$ cat src/rtl/fetch_pc_pkg.sv
// Shared definitions for the fetch next-PC generator: reset address, FSM
// encoding and BTB geometry helpers.
package fetch_pc_pkg;

  localparam logic [31:0] RESET_PC_DEFAULT  = 32'hBFC0_0000;
  localparam int unsigned BTB_IDX_W_DEFAULT = 5;

  typedef enum logic {
    SEQ  = 1'b0,
    SLOT = 1'b1
  } fetch_state_e;

  // Tag covers every PC bit above the index; bits [1:0] are the byte offset.
  function automatic int unsigned btb_tag_w(input int unsigned idx_w);
    return 32 - idx_w - 2;
  endfunction

endpackage

$ cat src/rtl/fetch_pc_if.sv
// Fetch-stage bus: predictor hints, EX redirect, BTB training and the
// resulting fetch address / prediction.
interface fetch_pc_if;

  logic        stall;
  logic        Is_Branch;
  logic        Branch_likely;
  logic        redirect;
  logic [31:0] redirect_pc;
  logic        btb_we;
  logic [31:0] btb_pc;
  logic [31:0] btb_target;
  logic [31:0] PC;
  logic        pred_taken;
  logic [31:0] pred_target;

  modport master (
    output stall, Is_Branch, Branch_likely, redirect, redirect_pc,
           btb_we, btb_pc, btb_target,
    input  PC, pred_taken, pred_target
  );

  modport slave (
    input  stall, Is_Branch, Branch_likely, redirect, redirect_pc,
           btb_we, btb_pc, btb_target,
    output PC, pred_taken, pred_target
  );

endinterface

$ cat src/rtl/fetch_pc_btb.sv
// Direct-mapped branch target buffer: combinational lookup, synchronous
// write, valid bits cleared by asynchronous reset.
module fetch_pc_btb
  import fetch_pc_pkg::*;
#(
  parameter int unsigned IDX_W = BTB_IDX_W_DEFAULT
) (
  input  logic        clk,
  input  logic        reset,
  input  logic [31:0] lookup_pc,
  output logic        hit,
  output logic [31:0] target,
  input  logic        we,
  input  logic [31:0] wr_pc,
  input  logic [31:0] wr_target
);

  localparam int unsigned ENTRIES = 1 << IDX_W;
  localparam int unsigned TAG_W   = btb_tag_w(IDX_W);

  logic [ENTRIES-1:0] valid;
  logic [TAG_W-1:0]   tags    [ENTRIES];
  logic [31:0]        targets [ENTRIES];

  logic [IDX_W-1:0] rd_idx;
  logic [IDX_W-1:0] wr_idx;
  logic [TAG_W-1:0] rd_tag;
  logic [TAG_W-1:0] wr_tag;
  logic             unused_byte_offset;

  assign rd_idx = lookup_pc[IDX_W+1:2];
  assign rd_tag = lookup_pc[31:IDX_W+2];
  assign wr_idx = wr_pc[IDX_W+1:2];
  assign wr_tag = wr_pc[31:IDX_W+2];
  assign unused_byte_offset = ^{lookup_pc[1:0], wr_pc[1:0]};

  always_ff @(posedge clk or posedge reset) begin
    if (reset) begin
      valid <= '0;
    end else if (we) begin
      valid[wr_idx] <= 1'b1;
    end
  end

  // Payload needs no reset: a cleared valid bit masks stale contents.
  always_ff @(posedge clk) begin
    if (we) begin
      tags[wr_idx]    <= wr_tag;
      targets[wr_idx] <= wr_target;
    end
  end

  // Reads see pre-edge contents; a same-cycle write is not bypassed.
  always_comb begin
    hit    = valid[rd_idx] && (tags[rd_idx] == rd_tag);
    target = hit ? targets[rd_idx] : '0;
  end

endmodule

$ cat src/rtl/fetch_pc.sv
// Fetch PC register and SEQ/SLOT delay-slot FSM; steers fetch using the
// predictor direction and the internal BTB.
module fetch_pc
  import fetch_pc_pkg::*;
#(
  parameter logic [31:0] RESET_PC  = RESET_PC_DEFAULT,
  parameter int unsigned BTB_IDX_W = BTB_IDX_W_DEFAULT
) (
  input  logic       clk,
  input  logic       reset,
  fetch_pc_if.slave  bus
);

  fetch_state_e state_q, state_d;
  logic [31:0]  pc_q, pc_d;
  logic [31:0]  pend_q, pend_d;
  logic         btb_hit;
  logic [31:0]  btb_target;
  logic         pred_taken;

  fetch_pc_btb #(
    .IDX_W (BTB_IDX_W)
  ) u_btb (
    .clk       (clk),
    .reset     (reset),
    .lookup_pc (pc_q),
    .hit       (btb_hit),
    .target    (btb_target),
    .we        (bus.btb_we),
    .wr_pc     (bus.btb_pc),
    .wr_target (bus.btb_target)
  );

  // A predicted-taken hint without a BTB target cannot steer fetch.
  assign pred_taken = (state_q == SEQ) && bus.Is_Branch && bus.Branch_likely && btb_hit;

  always_ff @(posedge clk or posedge reset) begin
    if (reset) begin
      state_q <= SEQ;
      pc_q    <= RESET_PC;
      pend_q  <= '0;
    end else begin
      state_q <= state_d;
      pc_q    <= pc_d;
      pend_q  <= pend_d;
    end
  end

  always_comb begin
    state_d = state_q;
    pc_d    = pc_q;
    pend_d  = pend_q;
    if (bus.redirect) begin
      pc_d    = bus.redirect_pc;
      state_d = SEQ;
      pend_d  = '0;
    end else if (!bus.stall) begin
      unique case (state_q)
        SEQ: begin
          pc_d = pc_q + 32'd4;
          if (pred_taken) begin
            pend_d  = btb_target;
            state_d = SLOT;
          end
        end
        SLOT: begin
          pc_d    = pend_q;
          state_d = SEQ;
        end
      endcase
    end
  end

  assign bus.PC          = pc_q;
  assign bus.pred_taken  = pred_taken;
  assign bus.pred_target = btb_target;

endmodule
$ cat src/flat_wrapper.sv
// flat-port wrapper written by rule: the top's interface ports become plain ports
module fetch_pc_flat import fetch_pc_pkg::*;
#(
  parameter logic [31:0] RESET_PC  = RESET_PC_DEFAULT,
  parameter int unsigned BTB_IDX_W = BTB_IDX_W_DEFAULT
)
  (clk, reset, bus_stall, bus_Is_Branch, bus_Branch_likely, bus_redirect, bus_redirect_pc, bus_btb_we, bus_btb_pc, bus_btb_target, bus_PC, bus_pred_taken, bus_pred_target);
  fetch_pc_if bus_i ();
  input  logic clk;
  input  logic reset;
  input wire logic [$bits(bus_i.stall)-1:0] bus_stall;
  input wire logic [$bits(bus_i.Is_Branch)-1:0] bus_Is_Branch;
  input wire logic [$bits(bus_i.Branch_likely)-1:0] bus_Branch_likely;
  input wire logic [$bits(bus_i.redirect)-1:0] bus_redirect;
  input wire logic [$bits(bus_i.redirect_pc)-1:0] bus_redirect_pc;
  input wire logic [$bits(bus_i.btb_we)-1:0] bus_btb_we;
  input wire logic [$bits(bus_i.btb_pc)-1:0] bus_btb_pc;
  input wire logic [$bits(bus_i.btb_target)-1:0] bus_btb_target;
  output wire logic [$bits(bus_i.PC)-1:0] bus_PC;
  output wire logic [$bits(bus_i.pred_taken)-1:0] bus_pred_taken;
  output wire logic [$bits(bus_i.pred_target)-1:0] bus_pred_target;
  assign bus_i.stall = bus_stall;
  assign bus_i.Is_Branch = bus_Is_Branch;
  assign bus_i.Branch_likely = bus_Branch_likely;
  assign bus_i.redirect = bus_redirect;
  assign bus_i.redirect_pc = bus_redirect_pc;
  assign bus_i.btb_we = bus_btb_we;
  assign bus_i.btb_pc = bus_btb_pc;
  assign bus_i.btb_target = bus_btb_target;
  assign bus_PC = bus_i.PC;
  assign bus_pred_taken = bus_i.pred_taken;
  assign bus_pred_target = bus_i.pred_target;
  fetch_pc #(.RESET_PC(RESET_PC), .BTB_IDX_W(BTB_IDX_W)) u_core (.clk(clk), .reset(reset), .bus(bus_i));
endmodule
$ cat config.mk
export PLATFORM = sky130hd
export DESIGN_NAME = fetch_pc_flat
export DESIGN_NICKNAME = d
export VERILOG_FILES = /design/src/rtl/fetch_pc_pkg.sv /design/src/rtl/fetch_pc_if.sv /design/src/rtl/fetch_pc_btb.sv /design/src/rtl/fetch_pc.sv /design/src/flat_wrapper.sv
export SDC_FILE = /design/constraint.sdc
export NUM_CORES = 2
export LEC_CHECK = 0
export CORE_MARGIN = 4
export CORE_UTILIZATION = 66
export CTS_CLUSTER_SIZE = 40
export DETAILED_ROUTE_END_ITERATION = 8
export PLACE_DENSITY = 0.88
export SETUP_SLACK_MARGIN = 0.15
export SYNTH_ARGS = -nofsm -noshare
export SYNTH_HDL_FRONTEND = slang
export SYNTH_SLANG_ARGS = --single-unit
$ cat constraint.sdc
create_clock -name clk -period 12.3 [get_ports clk]
set_clock_uncertainty 0.15 [all_clocks]
set_input_delay 1.845 -clock clk [delete_from_list [all_inputs] [get_ports clk]]
set_output_delay 1.845 -clock clk [all_outputs]
set_load 0.02 [all_outputs]
==> Word level (Yosys, flattened, before mapping) <==
Memories as Yosys holds them, arrays and structs flattened.
Cells that the tools add are included.
{ "totals": {"ff_bits": 97, "ram_bits": 1824, "in_bits": 103, "out_inout_bits": 65, "wordCells": 40, "n_memories": 2} }
{ "mem_list": {"columns": ["name", "words", "word_bits", "read_ports", "rd_clocked_by_memory_dff", "write_ports", "line", "text"], "rows": [
  ["u_core.u_btb.targets", 32, 32, 1, 0, 1, "fetch_pc_btb.sv:23", "logic [31:0] targets [ENTRIES];"],
  ["u_core.u_btb.tags", 32, 25, 1, 0, 1, "fetch_pc_btb.sv:22", "logic [TAG_W-1:0] tags [ENTRIES];"]
]} }
{ "classes": {"addsub": 1, "order_cmp": 3, "n_eq_ne": 3, "n_mux": 18, "bitwise_logic": 2, "n_reduce_logical": 7} }
{ "ops": {"columns": ["operator", "count"], "rows": [
  ["two-way mux 32 bit", 7],
  ["one-hot mux 32 bit (2 select lines)", 1],
  ["adder 32 x 3 -> 32 bit (second input constant)", 1],
  ["bitwise OR 32 bit", 1],
  ["== test 25 bit", 1],
  ["less-than comparator 5 x 6 -> 1 bit (second input constant)", 2],
  ["two-way mux 1 bit", 7],
  ["binary-select mux 1 bit (select 5 bit)", 1],
  ["demux 1 bit (select 5 bit)", 1],
  ["greater-or-equal comparator 5 x 1 -> 1 bit (second input constant)", 1],
  ["logical AND 1 bit", 5],
  ["AND reduction 3 bit", 1],
  ["!= test 2 x 1 -> 1 bit (second input constant)", 1],
  ["!= test 2 bit (second input constant)", 1],
  ["one-hot mux 1 bit (2 select lines)", 1],
  ["nonzero test 2 bit", 1],
  ["inverter 1 bit", 1]
]} }

==> Depth between registers and ports, before layout <==
{ "logic_depth": {"word_depth": 8, "mapped_depth": 18, "mapped_depth_nobuf": 10} }

==> By module <==
Synthesis repeated with hierarchy kept, for this count alone.
{ "hier_totals": {"cells_unflattened": 3669, "area_unflattened_um2": 75981.6} }
{ "by_module_without_submodules": {"columns": ["mod", "instances", "cells_each", "area_per_inst_um2", "seq_area_each_um2"], "rows": [
  ["fetch_pc_btb", 1, 3184, 72109.2, 55573.3],
  ["fetch_pc", 1, 485, 3872.5, 1637.8]
]} }

==> Worst setup path after synthesis <==
Ideal clock, no wire load.
{ "synth_path": {"path_kind": "reg2out", "from": "register u_core.pc_q[2] (netlist: u_core.bus.PC[2])", "to": "output port bus_pred_target[10]", "t_arrival_ps": 3893, "t_required_ps": 10305, "path_slack_ps": 6412, "stages_incl_launch_ff": 14, "path_buffers": 5, "cell_sequence": "dfrtp_1 > buf_6 > buf_8 > buf_6 > mux4_2 > a22oi_1 > nand3_1 > a21o_1 > a211o_1 > or4b_1 > or4_4 > buf_6 > buf_6 > nor2_1"} }
{ "synth_via": {"elab_chain_cells": 4, "word_cells_on_any_way": 7, "classes_between": "eq/ne: 1; mux: 3; reduce/logical: 1; memory: 2"} }
{ "synth_rtl": {"columns": ["element", "line", "text"], "rows": [
  ["from (decl)", "fetch_pc.sv:15", "logic [31:0] pc_q, pc_d;"],
  ["from (signal assigned)", "fetch_pc.sv:44", "pc_q <= pc_d;"],
  ["memory read (32 x 25 bit) / binary-select mux 1 bit (select 5 bit) (equally long branches)", null, null],
  ["== test 25 bit / two-way mux 1 bit (equally long branches)", "fetch_pc_btb.sv:55", "hit = valid[rd_idx] && (tags[rd_idx] == rd_tag);"],
  ["logical AND 1 bit", "fetch_pc_btb.sv:55", null],
  ["two-way mux 32 bit (*)", "fetch_pc_btb.sv:56", "target = hit ? targets[rd_idx] : '0;"],
  ["to (decl)", "flat_wrapper.sv:21", "output wire logic [$bits(bus_i.pred_target)-1:0] bus_pred_target;"]
]} }
Every way passes the cells marked *; elsewhere a longest branch is shown, timed or not. The select of a mux whose other input is x is not followed.

==> Worst setup path after layout <==
{ "layout_path": {"from": "register u_core.pc_q[5] (netlist: u_core.bus.PC[5])", "to": "output port bus_pred_target[9]"} }
Same word-level chain as after synthesis.

==> flow_summary.toml <==
[critical_path]
critical_path.startpoint = "u_core.bus.PC[5]"
max_stage_delay_ns = 0.98
crit_family = "simple AND/OR/NAND/NOR gates"
arrival_ns = 7.36
reg2reg_from = "u_core.bus.PC[5]"
crit_type = "flip-flop to primary output"
worstReg2RegEnd = "u_core.pend_q[25]"
cp-end-kind = "primary output"
crit_buf_inv = 3
path_cells = "buf_4 -> buf_4 -> and3b_1 -> a221oi_1 -> o211ai_1 -> a21boi_0 -> nor4b_1 -> or4b_1 -> or4_4 -> nor2_1 -> clkdlybuf4s50_1"
r2r_cells = 12
r2r_slack_ns = 5.84
cpMaxStageDelayCell = "buf_4"
cp_common_cell = "buf_4"
startpoint_type = "flip-flop"
crit_required_ns = 10.30
cp_max_fo = 53

[pwr]
power.leakage_uw = 0.02666
powerDensity_nw_per_um2 = 167.8
max-vdd-ir-drop_uv = 144.8

[global_routing]
grt-ovfl-total = 0
antenna_found_initial = 23
grt_pass1_wl_mm = 310.6
grt_pass1_vias = 41430
grt_util_all_layers = 0.3724
grt_max_degree = 156

[outcome]
outcome = "finished clean"

[cts]
ctsResizeCount = 0
numClockSinks = 1921
cts.path.max_buffers = 3
htreeDepth = 4
root_buffer = "clkbuf_16"
tritoncts = "done"
post_cts_buffers = 0
clk_pin_slew_worst_paths_ns = 0.07
clock_insertion_delay_worst_skew_ns = 0.81
postCtsHoldBufs = 0
cts_buffers = 179

[floorplan]
num_rows = 123
pin_count = 168
die_h_um = 345.3
initial_core_util = 0.6664
die-width_um = 345.3
die_area_um2 = 119200
core_area_um2 = 112700

[logic_synthesis]
seq_area_frac_synth = 0.7621
synth-main-ff-cell = "edfxtp_1"
synthArstFlopShare = 0.05049
yosysWarnings = 0
ys_ff_latch = 1921
synth-edff-count = 1824
yosysUniqueCellTypes = 72
netlist_area_um2 = 75070
avgSynthCellArea_um2 = 21.61
synthesis.nets = 3578
synth_cells = 3474

[route]
ant_nets = 0
wirelength_mm = 220.8
drt_first_pass_iters = 6
drt_iter0_drc = 7785
viasPerCell = 7.757
num_vias = 41470
wl_per_cell_um = 41.30
drc = 0

[sta]
max_freq_ghz = 0.1069
finalWorstSetupSlack_ns = 2.941
drv_slew = 0
min_period_over_period = 0.7609
fin_setup_tns_ns = 0
whs_ns = 0.3317
post-route-min-period_ns = 9.359
hold_viol = 0
slew_headroom = 0.1330
grt_setup_unrepaired = "false"
worstMarginPinSlew_ns = 1.264
final-setup-viol-count = 0

[place]
placed_cells = 5014
hpwl_mm = 107.2
place_ws_ns = 4.153
routabilityCongestion = 0.8646
io_buffers = 165

[cells_and_area]
nNetsFinal = 3799
regArea_um2 = 57230
multi_input_area_um2 = 16980
drive_above_1_share = 0.2559
syn_to_final_growth_pct = 12.01
layout.cells.non_filler = 5346
nFillCells = 5570

[job]
maxCapViolCount = 0

[worst_hold_path]
hold_path_depth = 1
hold_end = "u_core.u_btb.valid[21]"
hp-start = "u_core.u_btb.valid[21]"
min_path_type = "flip-flop to flip-flop"
synth_stat cells (18+ instances only):
library cell,instances,area share
nand2_1,68,0.0034
clkbuf_1,106,0.0053
a221oi_1,32,0.0037
buf_2,42,0.0028
mux2_2,41,0.0062
o21ai_0,54,0.0036
or2_2,32,0.0027
a22oi_1,20,0.0020
nand3_1,27,0.0018
nor2_1,100,0.0050
nor3_2,18,0.0024
buf_6,19,0.0029
edfxtp_1,1824,0.73
buf_4,18,0.0018
mux2i_1,150,0.020
a21oi_1,62,0.0041
and3_1,38,0.0032
mux4_2,474,0.14
dfrtp_1,88,0.029
power by group:
part	switching, uW	internal, uW
sequential	92.2	7280
clock	2470	2970
combinational	766	537
total	3320	10800
sequential cells by signal, summed over array words and instances (netlist names):
name	count
u_core.u_btb.valid	32
u_core.state_q	1
u_core.u_btb.targets	1024
u_core.bus.PC	32
u_core.u_btb.tags	800
u_core.pend_q	32
per-layer routing:
metal,vias up,routed length (um),GRT usage
li1,15020,-,-
met4,20,14190,0.1911
met2,4546,105600,0.5798
met5,-,152,0
met1,20880,67420,0.4766
met3,1004,33410,0.1253
cells in the final DEF, fill, tap and decap left out, drive strengths merged, types with 23 or more instances in the layout:
cell type,instances
nand3,27
dfrtp,88
buf,80
inv,23
a21oi,62
clkinv,80
clkbuf,219
mux2i,150
clkdlybuf4s50,163
a221oi,32
nand2,69
nor2,110
edfxtp,1824
o21ai,55
mux2,46
mux4,474
or2,33
nor3,33
and3,38
area by class of cell:
class                           count  area share
Tap cell                         1500     0.02232
Antenna cell                        9   0.0002678
Timing Repair Buffer              243     0.02726
Multi-Input combinational cell   1334      0.2020
Clock buffer                      219     0.05667
Clock inverter                    104     0.01007
Inverter                           16   0.0008333
Sequential cell                  1921      0.6806
how the worst max path moves through the flow:
stage                           to  slack [ns]  cells after the start
4_1_cts        bus_pred_target[16]        3.19                     10
3_3_place_gp   bus_pred_target[20]        4.35                     11
2_1_floorplan  bus_pred_target[10]        6.41                     13
6_report        bus_pred_target[9]        2.94                     11
5_1_grt        bus_pred_target[16]        2.89                     10
3_5_place_dp    bus_pred_target[9]        4.15                     11
cells by family after synthesis:
| family | count (synthesis) | synth area share |
|---|---|---|
| XOR/XNOR | 11 | 0.001283 |
| flip-flops | 1921 | 0.7621 |
| AND/OR/NAND/NOR | 372 | 0.02685 |
| multiplexers | 670 | 0.1692 |
| adder cells (fa/ha/maj) | 1 | 0.0001666 |
| buffers and inverters | 219 | 0.01505 |
| AO/OA/AOI/OAI | 280 | 0.02538 |
metrics by stage:
stage | power, uW | utilization | instance area, um^2
3_5_place_dp | 8726 | 0.6964 | 78450
3_3_place_gp | 8662 | 0.6964 | 78450
5_1_grt | 14440 | 0.7463 | 84070
6_report | 14110 | 0.7464 | 84080
2_1_floorplan | 8249 | - | 75070
4_1_cts | 14070 | 0.7462 | 84060
Note: power is estimated with default switching activity, not from simulation.
